`config.mk`:
```
export PLATFORM = sky130hd
export DESIGN_NAME = alu_issue_ctrl
export DESIGN_NICKNAME = d
export VERILOG_FILES = /design/src/rtl/alu_pkg.sv /design/src/rtl/br_resolve.sv /design/src/rtl/alu_issue_ctrl.sv
export SDC_FILE = /design/constraint.sdc
export NUM_CORES = 1
export LEC_CHECK = 0
export ABC_CLOCK_PERIOD_IN_PS = 1400
export CORE_MARGIN = 2
export CORE_UTILIZATION = 32
export DETAILED_ROUTE_END_ITERATION = 16
export PLACE_DENSITY = 0.74
export SLEW_MARGIN = 15
export SYNTH_ARGS = -nofsm -noshare
export SYNTH_HDL_FRONTEND = slang
export SYNTH_SLANG_ARGS = --single-unit
```
`constraint.sdc`:
```
create_clock -name clk -period 1.4 [get_ports clk]
set_clock_uncertainty 0.1 [all_clocks]
set_input_delay 0.14 -clock clk [delete_from_list [all_inputs] [get_ports clk]]
set_output_delay 0.14 -clock clk [all_outputs]
set_load 0.02 [all_outputs]
```
`src/rtl/alu_pkg.sv`:
```
// alu_pkg: shared width default, opcode constants and FSM encoding for alu_issue_ctrl.
package alu_pkg;
    localparam int WIDTH_DEF = 16;
    localparam logic [3:0] OP_ADD = 4'b0000, OP_SUB = 4'b0001, OP_ADD_4 = 4'b0100, OP_ADD_6 = 4'b0110;
    localparam logic [3:0] OP_ADD_8 = 4'b1000, OP_ADD_9 = 4'b1001, OP_ADD_A = 4'b1010, OP_ADD_B = 4'b1011;
    localparam logic [3:0] OP_BEQ = 4'b1100, OP_BNE = 4'b1101, OP_BGT = 4'b1110;
    typedef enum logic [1:0] {IDLE, EXEC, RESP} state_t;
endpackage

```
`src/rtl/br_resolve.sv`:
```
// br_resolve: combinational result flags and branch resolution; branch logic only with ALU_ISSUE_BRANCH_EN.
module br_resolve
    import alu_pkg::*;
#(
    parameter int WIDTH = WIDTH_DEF
) (
    input  logic [3:0]       op_i,
    input  logic [WIDTH-1:0] result_i,
    input  logic [WIDTH-1:0] pc_i,
    input  logic [WIDTH-1:0] off_i,
    output logic             zero_o,
    output logic             pos_o,
    output logic             taken_o,
    output logic [WIDTH-1:0] target_o
);
    assign zero_o = (result_i == '0);
    assign pos_o  = !zero_o;
`ifdef ALU_ISSUE_BRANCH_EN
    assign taken_o  = (op_i == OP_BEQ) ? zero_o : (op_i == OP_BNE) ? !zero_o : (op_i == OP_BGT) ? pos_o : 1'b0;
    assign target_o = (op_i == OP_BEQ || op_i == OP_BNE || op_i == OP_BGT) ? pc_i + off_i : '0;
`else
    logic unused_br;
    assign unused_br = ^{op_i, pc_i, off_i};
    assign taken_o   = 1'b0;
    assign target_o  = '0;
`endif
endmodule

```
`src/rtl/alu_issue_ctrl.sv`:
```
// alu_issue_ctrl: IDLE/EXEC/RESP issue controller around an external combinational ALU.
// Branch resolution is enabled by the ALU_ISSUE_BRANCH_EN macro.
module alu_issue_ctrl
    import alu_pkg::*;
#(
    parameter int WIDTH = WIDTH_DEF
) (
    input  logic             clk,
    input  logic             reset,
    input  logic             req_valid,
    output logic             req_ready,
    input  logic [3:0]       req_op,
    input  logic [WIDTH-1:0] req_a,
    input  logic [WIDTH-1:0] req_b,
    input  logic [WIDTH-1:0] req_pc,
    input  logic [WIDTH-1:0] req_off,
    output logic [3:0]       alu_op,
    output logic [WIDTH-1:0] alu_in0,
    output logic [WIDTH-1:0] alu_in1,
    input  logic [WIDTH-1:0] alu_out,
    output logic             rsp_valid,
    input  logic             rsp_ready,
    output logic [WIDTH-1:0] rsp_result,
    output logic             rsp_zero,
    output logic             rsp_pos,
    output logic             rsp_taken,
    output logic [WIDTH-1:0] rsp_target,
    output logic             busy
);
    state_t           state_q;
    logic             ready_q, valid_q, busy_q, zero_q, pos_q, taken_q;
    logic             br_zero, br_pos, br_taken;
    logic [3:0]       op_q;
    logic [WIDTH-1:0] in0_q, in1_q, result_q, target_q, br_target, pc_v, off_v;
`ifdef ALU_ISSUE_BRANCH_EN
    logic [WIDTH-1:0] pc_q, off_q;
    assign pc_v  = pc_q;
    assign off_v = off_q;
    always_ff @(posedge clk or negedge reset)
        if (!reset) begin
            pc_q  <= '0;
            off_q <= '0;
        end else if (state_q == IDLE && req_valid && ready_q) begin
            pc_q  <= req_pc;
            off_q <= req_off;
        end
`else
    logic unused_req;
    assign unused_req = ^{req_pc, req_off};
    assign pc_v  = '0;
    assign off_v = '0;
`endif
    br_resolve #(.WIDTH(WIDTH)) u_br (
        .op_i(op_q), .result_i(alu_out), .pc_i(pc_v), .off_i(off_v),
        .zero_o(br_zero), .pos_o(br_pos), .taken_o(br_taken), .target_o(br_target)
    );
    // ready is registered so it stays low through reset and rises on the first edge after release
    always_ff @(posedge clk or negedge reset)
        if (!reset) begin
            state_q  <= IDLE;
            ready_q  <= 1'b0;
            valid_q  <= 1'b0;
            busy_q   <= 1'b0;
            op_q     <= '0;
            in0_q    <= '0;
            in1_q    <= '0;
            result_q <= '0;
            target_q <= '0;
            zero_q   <= 1'b0;
            pos_q    <= 1'b0;
            taken_q  <= 1'b0;
        end else begin
            case (state_q)
                IDLE: begin
                    ready_q <= 1'b1;
                    if (req_valid && ready_q) begin
                        op_q    <= req_op;
                        in0_q   <= req_a;
                        in1_q   <= req_b;
                        ready_q <= 1'b0;
                        busy_q  <= 1'b1;
                        state_q <= EXEC;
                    end
                end
                EXEC: begin
                    result_q <= alu_out;
                    zero_q   <= br_zero;
                    pos_q    <= br_pos;
                    taken_q  <= br_taken;
                    target_q <= br_target;
                    valid_q  <= 1'b1;
                    state_q  <= RESP;
                end
                RESP: if (rsp_ready) begin
                    valid_q <= 1'b0;
                    busy_q  <= 1'b0;
                    ready_q <= 1'b1;
                    state_q <= IDLE;
                end
                default: state_q <= IDLE;
            endcase
        end
    assign req_ready  = ready_q;
    assign alu_op     = op_q;
    assign alu_in0    = in0_q;
    assign alu_in1    = in1_q;
    assign rsp_valid  = valid_q;
    assign rsp_result = result_q;
    assign rsp_zero   = zero_q;
    assign rsp_pos    = pos_q;
    assign rsp_taken  = taken_q;
    assign rsp_target = target_q;
    assign busy       = busy_q;
endmodule

```
==> results of run 1 <==
==> state kept, by name, indices dropped and copies added (netlist names) <==
register / cells
state_q: 2
alu_op: 4
alu_in1: 16
busy: 1
rsp_zero: 1
rsp_valid: 1
rsp_result: 16
req_ready: 1
rsp_pos: 1
alu_in0: 16
==> logic make-up after synthesis <==
logic type	after synthesis	share of synthesized area [%]
buffers and inverters	26	7.95
flip-flops	59	60.9
AND/OR/NAND/NOR	14	3.41
AO/OA/AOI/OAI	7	1.91
multiplexers	52	25.7
other	1	0.155
==> worst max path at each step <==
stage	depth (start not counted)	from	slack, ps	endpoint
2_1_floorplan	5	req_ready	-70	alu_in0[15]
3_3_place_gp	5	req_valid	-270	alu_in0[4]
3_5_place_dp	5	req_valid	-300	alu_in0[0]
4_1_cts	4	state_q[1]	-90	alu_in0[9]
5_1_grt	5	req_ready	-180	alu_in1[7]
6_report	4	state_q[0]	-110	alu_in1[0]
==> what timing repair did <==
item	in CTS	in global routing
hold buffers	1	0
gates cloned	2	2
hold endpoints to repair	59	0
setup buffers	2	2
resized for setup	62	25
pin swaps	0	2
setup endpoints to repair	102	55
==> layer usage <==
layer | vias up | global-route usage, %
li1 | 786 | -
met1 | 855 | 17.7
met2 | 84 | 20.9
met3 | 12 | 4.48
met4 | 0 | 6.57
met5 | - | 0
==> cells in the mapped netlist, types with 2 or more instances <==
cell type  instances  area [um^2]
a21oi_1            3         15.0
buf_4             20          150
mux2_4            10          150
dfrtp_1           59         1480
nor2_1             2         7.51
nand2_1            3         11.3
mux2_2            42          473
inv_1              3         11.3
nor4_1             3         18.8
nand2b_1           2         12.5
==> critical path, cell delays in order (launching register included) <==
cell and delay, ps:
dfrtp_1 420, nor3_4 260, buf_6 170, buf_16 140, mux2_4 300
==> layout make-up <==
class,instances,share of cell area (%)
Clock buffer,12,4.12
Timing Repair Buffer,129,32.1
Inverter,3,0.281
Clock inverter,4,1.18
Sequential cell,59,36.9
Tap cell,99,3.09
Multi-Input combinational cell,90,22.4
==> power groups by stage <==
stage	Clock, mW	Combinational (mW)	Sequential [mW]
6_report	1.62	4.56	2.99
5_1_grt	1.74	4.83	3.10
3_3_place_gp	0	4.55	3.02
3_5_place_dp	0	4.62	3.03
2_1_floorplan	0	1.48	4.02
4_1_cts	1.65	4.24	2.97
==> metrics.md, run 1 <==
| Metric | Value |
|---|---|
| Status | complete, but fails checks |
| Failing checks | negative setup slack |
| Post-route minimum period | 1510 ps |
| Worst Slack Setup Final | -110 ps |
| WL per Instance | 14.6 um |
| Switching pwr | 3.24 mW |
| Synth Cell Area | between 0.002 and 0.0025 mm^2 |
| WP data arrival | approximately 1600 ps |
| Clk sink count | 59 |
| Total congestion overflow | 0 |
| Total CTS buffers | 9 |
| Kind of critical path | flip-flop to flip-flop |
| Static leakage | 1.87 nW |
| Core Util, Final | 55.0% |
| Sequential cell area | 0.00148 mm^2 |
| Crit-path max FO | 8 |
| Synthesis-stage register bit count | 59 |
| # fillers | 660 |
| Port Buffers | approximately 110 |
| Drt pass-1 iters | 4 |
| Starting Density | 33.3% |
| Clk pwr share | around 18% |
| DR WL met3 | just over 400 um |
| Worst slack at placement | -304 ps |
| Std-Cell Rows | 31 |
| Hold_ws | approximately 260 ps |
| Flop pwr share | 32.6% |
| Footprint of the multi-input gates | between 800 and 900 um^2 |
| Initial antenna violation count | 0 |
| # nets final | 380 |
| Final setup fails | 36 |
| Height of the chip | around 91 um |
| Int Power | 5.92 mW |
| PwrDens | between 2000 and 2500 mW/mm^2 |
| Starting DRT DRC Count | 38 |
| Area Overhead vs Synth | 65.5% |
| Top-Level Pins | between 150 and 200 |
| Uppermost layer routed | met4 |
| Via count of the first global-routing pass | 1802 |
| Primary FF master, synth | dfrtp_1 |
| Total core area | 0.00729 mm^2 |
| Power, Total | 9.16 mW |
| Hold Fails Final Rpt | 0 |
| Mean area per synthesized cell | about 15 um^2 |
| Final Max Tran Viols | 0 |
| Placed cell area | 0.00365 mm^2 |
| Cells on worst reg2reg path | 4 |
| Unrepaired setup endpoints after global routing | true |
| Synth Instances | 159 |
| Fmax | 662 MHz |
| Seq/Total Area, Yosys | around three fifths |
| Placed cells | 372 |
| Period utilisation layout | 108% |
| Clock Path Buffers | 2 |
| Vias | 1737 |
| Dpl hpwl | 3770 um |
| Final TNS setup | -2410 ps |
| Commonest cells after routing, fill and taps aside | 57 x dfrtp_1, 56 x dlygate4sd2_1, 54 x clkdlybuf4s50_1, 26 x mux2_2, 26 x mux2_4 |
| Post-synth EDFFs | 0 |
| Non-filler cells, final | 396 |
| Drt total wl | approximately 5800 um |
| Hold Path Class | input port to async pin |
| Crit. End Element | flip-flop |
| Met2 wire length | 2700 um |
| GRT Resource Usage Total | roughly 14% |
| First-pass GRT wire length | 9050 um |
| Max cap viols | 0 |
| Worst ir drop on vdd | 980 uV |
| Clk_lat worst skew | 320 ps |
| Die area | 0.00829 mm^2 |
| Vias per std cell | 4.39 |
| Unique masters post-synth | 22 |
| YS warnings | 0 |
| CTS tree | yes |
| Worst r2r src | state_q[0] |
| Setup slack, reg-to-reg | -110 ps |
| CP startpoint kind | flip-flop |
| H-tree depth | 3 |
| Die Wd | ~91 um |
| Post-synth ARST share | 100% |
| Clock transition at path regs | 70 ps |
| Combinational Power Share | roughly 50% |
| Residual DRC count | 0 |
| Ant diodes | 0 |
| Commonest non-fill, non-tap cell in the layout | dfrtp_1 |
| Detail Route Antenna Nets | 0 |
| WP data required | 1510 ps |
| Post-route met1 wirelength | 2530 um |
| Post-route cell area | 0.00401 mm^2 |
| Largest net degree at the start of global routing | 60 |
| Routability cong. | 0.716 |
| Root Buffer | clkbuf_8 |
| Layout cells sized above 1 | 31.0% |
| Switching share of power | around 35% |
| Terminus of the critical flop-to-flop path | alu_in1[0] |
(Power assumes the default switching activity.)
==> run 2, diff against run 1 <==
MAX_ROUTING_LAYER = met4   (was default)
==> run 2 against run 1 <==
  * The flow still finishes with violations (negative setup slack)
  * Maximum frequency fell by 0.19%
  * Via count fell by 0.12%
  * Sequential share of layout area grew 0.069 points
  * Register-to-register slack hardly changed
  * Largest power group unchanged
==> metrics.md, run 2 (same netlist as run 1, synthesis figures left out) <==
| Metric | Value |
|---|---|
| Initial antenna violation count | 0 (unchanged) |
| Hold_ws | 264 ps (+8.49 ps) |
| Cells on worst reg2reg path | 4 (unchanged) |
| Final setup fails | 36 (unchanged) |
| Met2 wire length | 2680 um (-0.70%) |
| DR WL met3 | 341 um (-17%) |
| Starting DRT DRC Count | 56 (+47%) |
| WL per Instance | 14.6 um (+0.15%) |
| Total congestion overflow | 0 (unchanged) |
| Final TNS setup | -2470 ps (-65.9 ps) |
| Worst slack at placement | -304 ps (unchanged) |
| CTS tree | yes |
| Unrepaired setup endpoints after global routing | true |
| Clk sink count | 59 (unchanged) |
| Ant diodes | 0 (unchanged) |
| Worst Slack Setup Final | -113 ps (-2.88 ps) |
| H-tree depth | 3 (unchanged) |
| CP startpoint kind | flip-flop |
| Placed cells | 372 (unchanged) |
| Footprint of the multi-input gates | 897 um^2 (unchanged) |
| Failing checks | negative setup slack |
| Crit. End Element | flip-flop |
| WP data required | 1500 ps (about the same) |
| Hold Fails Final Rpt | 0 (unchanged) |
| Max cap viols | 0 (unchanged) |
| CP peak stage delay | 420 ps (about the same) |
| Setup slack, reg-to-reg | -110 ps (about the same) |
| Via count of the first global-routing pass | 1807 (+0.28%) |
| Root Buffer | clkbuf_8 |
| Commonest non-fill, non-tap cell in the layout | dfrtp_1 |
| Top-Level Pins | 162 (unchanged) |
| Drt pass-1 iters | 4 (unchanged) |
| Residual DRC count | 0 (unchanged) |
| Worst path top cell family by delay | flip-flops |
| Non-filler cells, final | 395 (-0.25%) |
| Sequential cell area | 0.00148 mm^2 (unchanged) |
| Status | complete, but fails checks |
| Max stage delay cell, worst path | dfrtp_1 |
| Worst ir drop on vdd | 984 uV (+0.43%) |
| Terminus of the critical flop-to-flop path | alu_in1[0] |
| Uppermost layer routed | met4 |
| GRT Resource Usage Total | 14.1% (+0.35 points) |
| Worst-path cell chain | nor3_4 > buf_6 > buf_16 > mux2_4 |
| Final Max Tran Viols | 0 (unchanged) |
| Layout cells sized above 1 | 30.7% (-0.23 points) |
| Period utilisation layout | 108% (+0.21 points) |
| Fmax | 661 MHz (-0.19%) |
| PwrDens | 2280 mW/mm^2 (about the same) |
| Detail Route Antenna Nets | 0 (unchanged) |
| Post-route met1 wirelength | 2630 um (+3.7%) |
| Vias per std cell | 4.39 (+0.14%) |
| Die Wd | 91.1 um (unchanged) |
| Worst r2r src | state_q[0] |
| Kind of critical path | flip-flop to flip-flop |
| Clk_lat worst skew | 320 ps (about the same) |
| Total CTS buffers | 9 (unchanged) |
| Port Buffers | 112 (unchanged) |
| CP Buf/Inv Count | 2 (unchanged) |
| WP data arrival | 1620 ps (about the same) |
| Routability cong. | 0.724 (+1.2%) |
| Vias | 1735 (-0.12%) |
| Commonest cells after routing, fill and taps aside | 57 x dfrtp_1, 56 x dlygate4sd2_1, 54 x clkdlybuf4s50_1, 26 x mux2_2, 26 x mux2_4 |
| Die area | 0.00829 mm^2 (unchanged) |
| Static leakage | 1.87 nW (-0.28%) |
| Drt total wl | 5760 um (-0.10%) |
| Total core area | 0.00729 mm^2 (unchanged) |
| Post-route minimum period | 1510 ps (+2.89 ps) |
| Height of the chip | 91.1 um (unchanged) |
| Std-Cell Rows | 31 (unchanged) |
| Power, Total | 9.14 mW (-0.20%) |
| # fillers | 660 (unchanged) |
| Clock Path Buffers | 2 (unchanged) |
| Dpl hpwl | 3770 um (unchanged) |
| Area Overhead vs Synth | 65.2% |
| Starting Density | 33.3% (unchanged) |
| Clock transition at path regs | 60 ps (about the same) |
| Largest net degree at the start of global routing | 60 (unchanged) |
| # nets final | 379 (-0.26%) |
| Crit-path max FO | 8 (unchanged) |
| First-pass GRT wire length | 9020 um (-0.38%) |
| Hold Path Class | input port to async pin |
## run 2: area by class of cell
cell class                      count  area share [%]
Tap cell                           99            3.09
Timing Repair Buffer              128            32.0
Multi-Input combinational cell     90            22.4
Clock buffer                       12            4.12
Inverter                            3           0.281
Clock inverter                      4            1.19
Sequential cell                    59            36.9
## run 2: worst max path at each step
stage                           from          end  slack (ps)  cells past startpoint
after floorplan            req_ready  alu_in0[15]         -70                      5
after CTS                 state_q[1]   alu_in0[9]         -90                      4
final                     state_q[0]   alu_in1[0]        -110                      4
after detailed placement   req_valid   alu_in0[0]        -300                      5
after global placement     req_valid   alu_in0[4]        -270                      5
after global routing       req_ready   alu_in1[7]        -180                      5
## run 2: timing repair
action / CTS / global route
endpoints found under the hold margin: 59 / 0
setup buffers: 2 / 1
hold buffers: 1 / 0
cloned: 2 / 2
setup endpoints to repair: 102 / 55
pin swaps: 0 / 2
resized for setup: 62 / 25
## run 2: layer usage
metal / GRT usage (%) / vias to the layer above
met5: - / -
met4: 6.57 / 0
met3: 3.24 / 11
met2: 20.7 / 81
met1: 18.6 / 859
li1: - / 784
## run 2: report_power, final
group	total [mW]	internal (mW)	switching (mW)
registers	2.98	2.55	0.430
clock network	1.61	0.961	0.652
logic	4.54	2.39	2.15
## run 2: through the flow
stage	cell area, um^2	util [%]
2_1_floorplan	2490	-
3_3_place_gp	3650	50.1
3_5_place_dp	3650	50.1
4_1_cts	3880	53.2
5_1_grt	4010	54.9
6_report	4010	54.9
## run 2: tightest hold or removal path, delay by kind of cell
kind | cells | cell delay (ps)
buffers and inverters | 3 | 940
